`config.mk`:
```
export PLATFORM = sky130hd
export DESIGN_NAME = ysyx_24100029_btb_assoc
export DESIGN_NICKNAME = d
export VERILOG_FILES = /design/src/rtl/ysyx_24100029_btb_pkg.sv /design/src/rtl/ysyx_24100029_btb_victim.sv /design/src/rtl/ysyx_24100029_btb_assoc.sv
export SDC_FILE = /design/constraint.sdc
export NUM_CORES = 2
export LEC_CHECK = 0
export BUFFER_PORTS_ARGS = -buffer_cell sky130_fd_sc_hd__buf_2
export CAP_MARGIN = 20
export CORE_MARGIN = 1
export CORE_UTILIZATION = 57
export CTS_BUF_LIST = sky130_fd_sc_hd__clkbuf_8
export DETAILED_ROUTE_END_ITERATION = 7
export GPL_ROUTABILITY_DRIVEN = 0
export PLACE_DENSITY_LB_ADDON = 0.05
export SLEW_MARGIN = 20
export SYNTH_ARGS = -nofsm -noshare
export SYNTH_HDL_FRONTEND = slang
export SYNTH_SLANG_ARGS = --single-unit
```
`constraint.sdc`:
```
create_clock -name clock -period 36 [get_ports clock]
set_clock_uncertainty 0.15 [all_clocks]
set_input_delay 7.2 -clock clock [delete_from_list [all_inputs] [get_ports clock]]
set_output_delay 7.2 -clock clock [all_outputs]
set_load 0.005 [all_outputs]
```
`src/rtl/ysyx_24100029_btb_pkg.sv`:
```
// rtl/ysyx_24100029_btb_pkg.sv - shared types and constants for the associative BTB
package ysyx_24100029_btb_pkg;

  // Tag storage is sized for the widest possible split; upper bits stay zero
  localparam int TAG_MAX = 32;

  localparam logic [1:0] CTR_INIT = 2'b10;
  localparam logic [1:0] CTR_MAX  = 2'd3;

  typedef enum logic [1:0] {
    BR_COND = 2'd0,
    BR_JAL  = 2'd1,
    BR_JALR = 2'd2,
    BR_RET  = 2'd3
  } br_type_e;

  typedef struct packed {
    logic [TAG_MAX-1:0] tag;
    logic [31:0]        target;
    logic [1:0]         ctr;
  } btb_entry_t;

  // Saturating 2-bit direction counter step
  function automatic logic [1:0] ctr_next(input logic [1:0] ctr, input logic taken);
    if (taken) return (ctr == CTR_MAX) ? ctr : ctr + 2'd1;
    return (ctr == 2'd0) ? ctr : ctr - 2'd1;
  endfunction

endpackage

```
`src/rtl/ysyx_24100029_btb_victim.sv`:
```
// rtl/ysyx_24100029_btb_victim.sv - victim way selection: first free way, else round-robin pointer
module ysyx_24100029_btb_victim
  import ysyx_24100029_btb_pkg::*;
#(
  parameter int WAYS  = 4,
  parameter int PTR_W = $clog2(WAYS)
) (
  input  logic [WAYS-1:0]  valid,
  input  logic [PTR_W-1:0] ptr,
  output logic [PTR_W-1:0] victim,
  output logic             advance
);

  // Scan downwards so the lowest invalid way is the last one kept
  always_comb begin
    victim  = ptr;
    advance = 1'b1;
    for (int w = WAYS - 1; w >= 0; w--) begin
      if (!valid[w]) begin
        victim  = PTR_W'(w);
        advance = 1'b0;
      end
    end
  end

endmodule

```
`src/rtl/ysyx_24100029_btb_assoc.sv`:
```
// rtl/ysyx_24100029_btb_assoc.sv - N-way set-associative branch target buffer
module ysyx_24100029_btb_assoc
  import ysyx_24100029_btb_pkg::*;
#(
  parameter int WAYS         = 4,
  parameter int INDEX_WIDTH  = 3,
  parameter int OFFSET_WIDTH = 2,
  parameter int BRT_WIDTH    = 2
) (
  input  logic                 clock,
  input  logic                 reset,
  input  logic [31:0]          btb_pc,
  output logic                 btb_is_hit,
  output logic [31:0]          btb_npc,
  output logic [BRT_WIDTH-1:0] btb_br_type,
  output logic                 btb_taken,
  input  logic                 btb_commit,
  input  logic [31:0]          btb_commit_pc,
  input  logic [31:0]          btb_commit_npc,
  input  logic                 btb_commit_taken,
  input  logic [BRT_WIDTH-1:0] btb_commit_br_type,
  input  logic                 btb_flush
);

  localparam int SETS  = 1 << INDEX_WIDTH;
  localparam int TAG_W = 32 - OFFSET_WIDTH - INDEX_WIDTH;
  localparam int PTR_W = $clog2(WAYS);

  logic [WAYS-1:0]      valid_q [SETS];
  logic [PTR_W-1:0]     ptr_q   [SETS];
  btb_entry_t           mem_q   [SETS][WAYS];
  logic [BRT_WIDTH-1:0] type_q  [SETS][WAYS];

  logic [INDEX_WIDTH-1:0] rd_idx, wr_idx;
  logic [TAG_MAX-1:0]     rd_tag, wr_tag;
  logic                   rd_hit, wr_hit;
  logic [PTR_W-1:0]       rd_way, wr_way, vic_way, wr_sel;
  logic                   vic_adv, wr_en;
  btb_entry_t             wr_entry;
  logic                   unused_offset;

  assign rd_idx = btb_pc[OFFSET_WIDTH +: INDEX_WIDTH];
  assign wr_idx = btb_commit_pc[OFFSET_WIDTH +: INDEX_WIDTH];
  assign unused_offset = ^{btb_pc[OFFSET_WIDTH-1:0], btb_commit_pc[OFFSET_WIDTH-1:0]};

  // Zero-extend both tags into the package-wide tag field
  always_comb begin
    rd_tag = '0;
    wr_tag = '0;
    rd_tag[TAG_W-1:0] = btb_pc[31 -: TAG_W];
    wr_tag[TAG_W-1:0] = btb_commit_pc[31 -: TAG_W];
  end

  // Fetch-side tag match; lowest matching way wins
  always_comb begin
    rd_hit = 1'b0;
    rd_way = '0;
    for (int w = WAYS - 1; w >= 0; w--) begin
      if (valid_q[rd_idx][w] && mem_q[rd_idx][w].tag == rd_tag) begin
        rd_hit = 1'b1;
        rd_way = PTR_W'(w);
      end
    end
  end

  // Commit-side tag match so a hit updates in place instead of duplicating
  always_comb begin
    wr_hit = 1'b0;
    wr_way = '0;
    for (int w = WAYS - 1; w >= 0; w--) begin
      if (valid_q[wr_idx][w] && mem_q[wr_idx][w].tag == wr_tag) begin
        wr_hit = 1'b1;
        wr_way = PTR_W'(w);
      end
    end
  end

  ysyx_24100029_btb_victim #(
    .WAYS  (WAYS),
    .PTR_W (PTR_W)
  ) u_victim (
    .valid   (valid_q[wr_idx]),
    .ptr     (ptr_q[wr_idx]),
    .victim  (vic_way),
    .advance (vic_adv)
  );

  assign btb_is_hit  = rd_hit;
  assign btb_npc     = rd_hit ? mem_q[rd_idx][rd_way].target : 32'd0;
  assign btb_br_type = rd_hit ? type_q[rd_idx][rd_way] : '0;
  assign btb_taken   = rd_hit && (mem_q[rd_idx][rd_way].ctr[1] ||
                                  type_q[rd_idx][rd_way] != BRT_WIDTH'(BR_COND));

  // Reset and flush both drop a same-cycle commit; misses not taken never allocate
  assign wr_en  = btb_commit && !reset && !btb_flush && (wr_hit || btb_commit_taken);
  assign wr_sel = wr_hit ? wr_way : vic_way;

  // New entry contents: hits keep training the counter, allocations start weakly taken
  always_comb begin
    wr_entry.tag    = wr_tag;
    wr_entry.target = btb_commit_npc;
    wr_entry.ctr    = wr_hit ? ctr_next(mem_q[wr_idx][wr_way].ctr, btb_commit_taken) : CTR_INIT;
  end

  // Valid bits and replacement pointers: cleared on reset/flush, set on allocation
  always_ff @(posedge clock) begin
    if (reset || btb_flush) begin
      for (int s = 0; s < SETS; s++) begin
        valid_q[s] <= '0;
        ptr_q[s]   <= '0;
      end
    end else if (wr_en && !wr_hit) begin
      valid_q[wr_idx][vic_way] <= 1'b1;
      if (vic_adv) ptr_q[wr_idx] <= ptr_q[wr_idx] + PTR_W'(1);
    end
  end

  // Entry payload storage, guarded only by the valid bits
  always_ff @(posedge clock) begin
    if (wr_en) begin
      mem_q[wr_idx][wr_sel]  <= wr_entry;
      type_q[wr_idx][wr_sel] <= btb_commit_br_type;
    end
  end

endmodule

```
Yosys cells after proc, flatten, opt, wreduce, memory -nomap -nowiden
Memory sizes are Yosys's and may differ from the RTL's.
Cells that the tools add are included.
Widths: inputs -> output; s select.
Storage, ports and cells
  flip-flop bits (word level): 0
  latch bits: 0
  bits in writable memories: 2064
  memories: 4
  input port bits: 103
  word-level logic and storage cells: 116
  bits in read-only memories: 0
  output and inout port bits: 36
Memories
  mem_q: depth 8, bits a word 244, read ports 2, clocked after memory_dff 0, write ports 1, line ysyx_24100029_btb_assoc.sv:31  | btb_entry_t mem_q [SETS][WAYS];
  type_q: depth 8, bits a word 8, read ports 1, clocked after memory_dff 0, write ports 1, line ysyx_24100029_btb_assoc.sv:32  | logic [BRT_WIDTH-1:0] type_q [SETS][WAYS];
  valid_q: depth 8, bits a word 4, read ports 2, clocked after memory_dff 0, write ports 8, line ysyx_24100029_btb_assoc.sv:29  | logic [WAYS-1:0] valid_q [SETS];
  ptr_q: depth 8, bits a word 2, read ports 1, clocked after memory_dff 0, write ports 8, line ysyx_24100029_btb_assoc.sv:30  | logic [PTR_W-1:0] ptr_q [SETS];
Operators by class
  mux-type cells: 66
  bitwise operators: 3
  magnitude comparators: 6
  reduce and logical (&&, ||, !) cells: 25
  shift operators: 0
  $mul: 0
  add/subtract/negate cells: 3
  equality and inequality tests: 9
  divide/modulo/power cells: 0
Operator list (count)
  $bmux 66 s2: 2
  $mux 264: 1
  $eq 32x27->1: 8
  $demux 66 s2: 1
  $mux 34: 2
  $mux 66: 1
  $mux 2: 25
  $mux 32: 1
  $mux 1: 24
  $logic_and 1x1->1: 15
  $mux 4: 3
  $ge 3x3->1 const B: 3
  $not 2->3: 3
  $mux 8: 1
  $mux 3: 2
  $add 2x1->2 const B: 2
  $bmux 2 s2: 1
  $demux 2 s2: 1
  $reduce_or 4->1: 1
  $logic_not 1->1: 3
  $logic_or 1x1->1: 3
  $lt 2x3->1 const B: 1
  $lt 3x1->1 const B: 1
  $demux 1 s2: 1
  other kinds (6): 6

Logic depth before layout (Yosys ltp)
An unclocked memory read counts as a cell.
  depth in word-level cells: 16
  gate-level depth with buffers: 20
  depth with buffers taken out: 12

Hierarchy
A second synthesis with hierarchy kept.
Second synthesis, totals
  cell total of the unflattened synthesis: 4589
  area total of the unflattened synthesis: 89214.3 µm²
By module, submodules not included
  ysyx_24100029_btb_assoc: cells each 4582, seq. area each 61659.1 µm², times used 1, area an instance 89173.0 µm²
  ysyx_24100029_btb_victim: cells each 7, seq. area each 0.0 µm², times used 1, area an instance 41.3 µm²

Worst setup path before layout
OpenSTA, ideal clock, no wires.
  path kind: input-to-output
  start point: input btb_pc[2]
  end point: output btb_npc[15]
  path buffers: 7
  slack: 17.797 ns
  stages: 16
  data required time: 28.650 ns
  data arrival time: 10.853 ns
  cell sequence: buf_4 -> buf_4 -> buf_2 -> buf_2 -> mux4_2 -> mux2i_1 -> xnor2_1 -> nor4_1 -> nand4_1 -> o32ai_1 -> o21a_1 -> buf_4 -> buf_6 -> buf_6 -> mux4_2 -> a22o_1
Between the ends
  cells in the longest elaborated chain, start to end: 12
  elaborated cells between the ends (all ways): 23
  classes of those cells: eq/ne (4); mux (12); bitwise (1); reduce/logical (4); memory (2)
Ends and longest elaborated chain
  start: declaration: line ysyx_24100029_btb_assoc.sv:12  | input logic [31:0] btb_pc,
  $mem_v2 8x244
  $eq 32x27->1: line ysyx_24100029_btb_assoc.sv:59  | if (valid_q[rd_idx][w] && mem_q[rd_idx][w].tag == rd_tag) begin
  $logic_and 1x1->1: line ysyx_24100029_btb_assoc.sv:59
  $mux 2 (4 in series): line ysyx_24100029_btb_assoc.sv:59
  $not 2->3 (implied by the code): line ysyx_24100029_btb_assoc.sv:89  | assign btb_npc = rd_hit ? mem_q[rd_idx][rd_way].target : 32'd0;
  $bmux 66 s2: line ysyx_24100029_btb_assoc.sv:89
  $mux 34 (2 in series)
  $mux 32 (*): line ysyx_24100029_btb_assoc.sv:89
  end: declaration: line ysyx_24100029_btb_assoc.sv:14  | output logic [31:0] btb_npc,
Every way passes the cells marked *; elsewhere a longest branch is shown, timed or not. The select of a mux whose other input is x is not followed.

Final worst setup path
  start point: input btb_pc[3]
  end point: output btb_taken
Between the ends
  cells in the longest elaborated chain, start to end: 14
  elaborated cells between the ends (all ways): 29
  classes of those cells: eq/ne (4); mux (14); bitwise (1); reduce/logical (7); memory (3)
Ends and longest elaborated chain
  $mem_v2 8x244
  $eq 32x27->1: line ysyx_24100029_btb_assoc.sv:59
  $logic_and 1x1->1: line ysyx_24100029_btb_assoc.sv:59
  $mux 2 (4 in series): line ysyx_24100029_btb_assoc.sv:59
  $not 2->3 (implied by the code): line ysyx_24100029_btb_assoc.sv:91, ysyx_24100029_btb_assoc.sv:92
  $bmux 2 s2: line ysyx_24100029_btb_assoc.sv:92  | type_q[rd_idx][rd_way] != BRT_WIDTH'(BR_COND));
  $mux 2 (implied by the code) (2 in series): line ysyx_24100029_btb_assoc.sv:92
  $reduce_bool 2->1: line ysyx_24100029_btb_assoc.sv:92
  $logic_or 1x1->1: line ysyx_24100029_btb_assoc.sv:91  | assign btb_taken = rd_hit && (mem_q[rd_idx][rd_way].ctr[1] ||
  $logic_and 1x1->1 (*): line ysyx_24100029_btb_assoc.sv:91
  end: declaration: line ysyx_24100029_btb_assoc.sv:16  | output logic btb_taken,
Marks and branches as above.

==> flow_metrics.tcl <==
set metrics [dict create \
    outcome "completed" \
    finalPower_mw 4.85 \
    cpPeakStageDelay_ns 0.91 \
    drive_above_1_share 0.309 \
    slowest_stage "buf_4" \
    multi_input_area_sq_mm 0.0248 \
    leakage_nw 31.3 \
    cts_tree "done" \
    synth_edf_count 2032 \
    ys_seq_area_frac 0.704 \
    grt_usage 0.323 \
    crit_family "buffers and inverters" \
    grt_pass1_wl_microns 352000 \
    regArea_sq_mm 0.0617 \
    via_per_inst 6.90 \
    cp_common_cell "buf_4" \
    cts_buffers 348 \
    synth.area.top_cells "edfxtp_1, mux4_2, mux2i_1" \
    ys_ff_latch 2064 \
    setup-tns-final_ns 0 \
    worst_pin_slew_ns 1.18 \
    num_rows 143 \
    htreeDepth 5 \
    fin_cells 6849 \
    ys.flop_type "edfxtp_1" \
    drt_iter0_drc 5935 \
    cts.clk_slew.worst_paths_ns 0.06 \
    final_core_util 0.637 \
    rr_worst_depth 13 \
    synthArstFlopShare 0 \
    nNetsFinal 4666 \
    hold_ws_ns 0.333 \
    final_common_cell "edfxtp_1" \
    routed_wl_microns 250000 \
    crit_arrival_ns 15.47 \
    place_inst 6243 \
    worstPathRequired_ns 28.65 \
    rsz0062_at_grt "no" \
    ctsResizeCount 0 \
    dr.pass1.iters 5 \
    grt_pass1_vias 47065 \
    dieArea_sq_mm 0.155 \
    crit_chain "buf_8 -> buf_12 -> buf_4 -> buf_4 -> buf_4 -> mux4_2 -> mux2i_1 -> xnor2_1 -> nor4_1 -> nand3_1 -> nor2_1 -> or2_2 -> buf_4 -> nor2b_4 -> buf_4 -> a22o_1 -> a2111o_1 -> buf_2" \
    grt_max_degree 101 \
    synth_top_area_share 0.697 \
    root_buffer "clkbuf_8" \
    period_minus_slack_ns 22.82 \
    crit_cells 18 \
    max_freq_mhz 43.8 \
    hold_class "reg2reg" \
    die_x_microns 394 \
    nFillCells 10435 \
    grt_overflow_total 0 \
    critical_path.max_fanout 100 \
    io_buffers 134 \
    post_cts_buffers 0 \
    syn_nets 4322 \
    clk_latency_ns 1.02 \
    num_io_pins 139 \
    path_class "in2out" \
    route.antenna.remaining_nets 0 \
    ys_types 73 \
    setup_viol 0 \
    avgRoutedWirePerCell_microns 36.5 \
    slew_headroom 0.210 \
    hold_buffers 0 \
    critical_path_buf_inv_count 8 \
    mostFrequentLayoutCells "edfxtp_1, mux4_2, clkbuf_8" \
    drv_cap 0 \
    route.detailed.drc 0 \
    power_density_mw_per_mm2 50.0 \
    slew_violations 0 \
    critPathCaptureType "output port" \
    netlist_area_sq_mm 0.0876 \
    area_growth_pct 10.8 \
    holdPathStages 2 \
    syn_inst 4219 \
    critPathLaunchType "input port" \
    initial_core_util 0.575 \
    cts.sink_count 2064 \
    ir_drop_uv 42.6 \
    place_hpwl_microns 138000 \
    yosysWarnings 0 \
    clk_path_buf_depth 4 \
    hold_viol_final 0 \
    die_y_microns 394 \
    vias 47282 \
    antenna_found_initial 19 \
    fin_crit_sh 0.634 \
    yosysTopAreaCell "edfxtp_1" \
    syn_avg_cell_area_sq_um 20.8 \
    coreArea_sq_mm 0.152 \
]
## cell usage after synthesis (all sizes together), types with 4 or more instances
cell	count
mux2	59
a221o	31
o221ai	6
a222oi	11
a22oi	62
nor2b	13
o22ai	32
xor2	65
nor3	16
clkbuf	145
a22o	42
or3	4
buf	138
dfxtp	32
nand2b	10
mux4	676
and2	4
nor2	69
a21oi	19
a31oi	8
edfxtp	2032
inv	10
a221oi	46
nand2	81
nand3	10
nor4	45
o22a	4
or2	7
a21o	4
nand4	23
a211oi	4
xnor2	146
o21ai	72
mux2i	248
## tightest hold or removal path, cell delays in order, from the launching register on
cell     delay [ns]
dfxtp_1        0.34
nand2_1        0.05
o21ai_0        0.06
## path summary, 6_finish.rpt
kind | start | to | slack [ns]
worst min register to register | valid_q[0][0] | valid_q[0][0] | 0.33
worst max-delay path | btb_pc[3] | btb_taken | 13.18
worst min-delay path | valid_q[0][0] | valid_q[0][0] | 0.33
worst max register to register | mem_q[5][43] | mem_q[6][55] | 28.81
## stage by stage
step,worst slack (ns),cell area [sq um]
final,13.18,97000
after global routing,13.00,97000
after CTS,13.20,97000
after detailed placement,13.21,90900
after global placement,13.29,90900
after floorplan,17.80,87600
## metal layers
layer,GRT usage,wire length [microns],up-vias
met4,0.122,9850,16
met5,0,104,-
met1,0.452,95200,25185
met3,0.0705,25600,515
met2,0.506,119000,2862
li1,-,-,18704
## state kept, by name, indices dropped and copies added, names as in the netlist
register and count:
mem_q 1952, type_q 64, valid_q 32, ptr_q 16
## logic make-up after synthesis
group / count (synthesis) / synth area share
AO/OA/AOI/OAI: 367 / 0.0313
XOR/XNOR: 211 / 0.0211
buffers and inverters: 293 / 0.0158
flip-flops: 2064 / 0.704
multiplexers: 983 / 0.210
AND/OR/NAND/NOR: 301 / 0.0182
## cell type report
type,instances,area share
Sequential cell,2064,0.635
Clock inverter,239,0.0119
Timing Repair Buffer,277,0.0191
Tap cell,2030,0.0262
Multi-Input combinational cell,1862,0.256
Antenna cell,6,0.000155
Inverter,10,0.000400
Clock buffer,361,0.0512
## power breakdown
group          switching (mW)  total [mW]  internal (mW)
sequential            0.00168        2.64           2.64
clock                   0.915        1.89          0.973
combinational           0.196       0.315          0.119
total                    1.11        4.85           3.74
(Power assumes the default switching activity.)
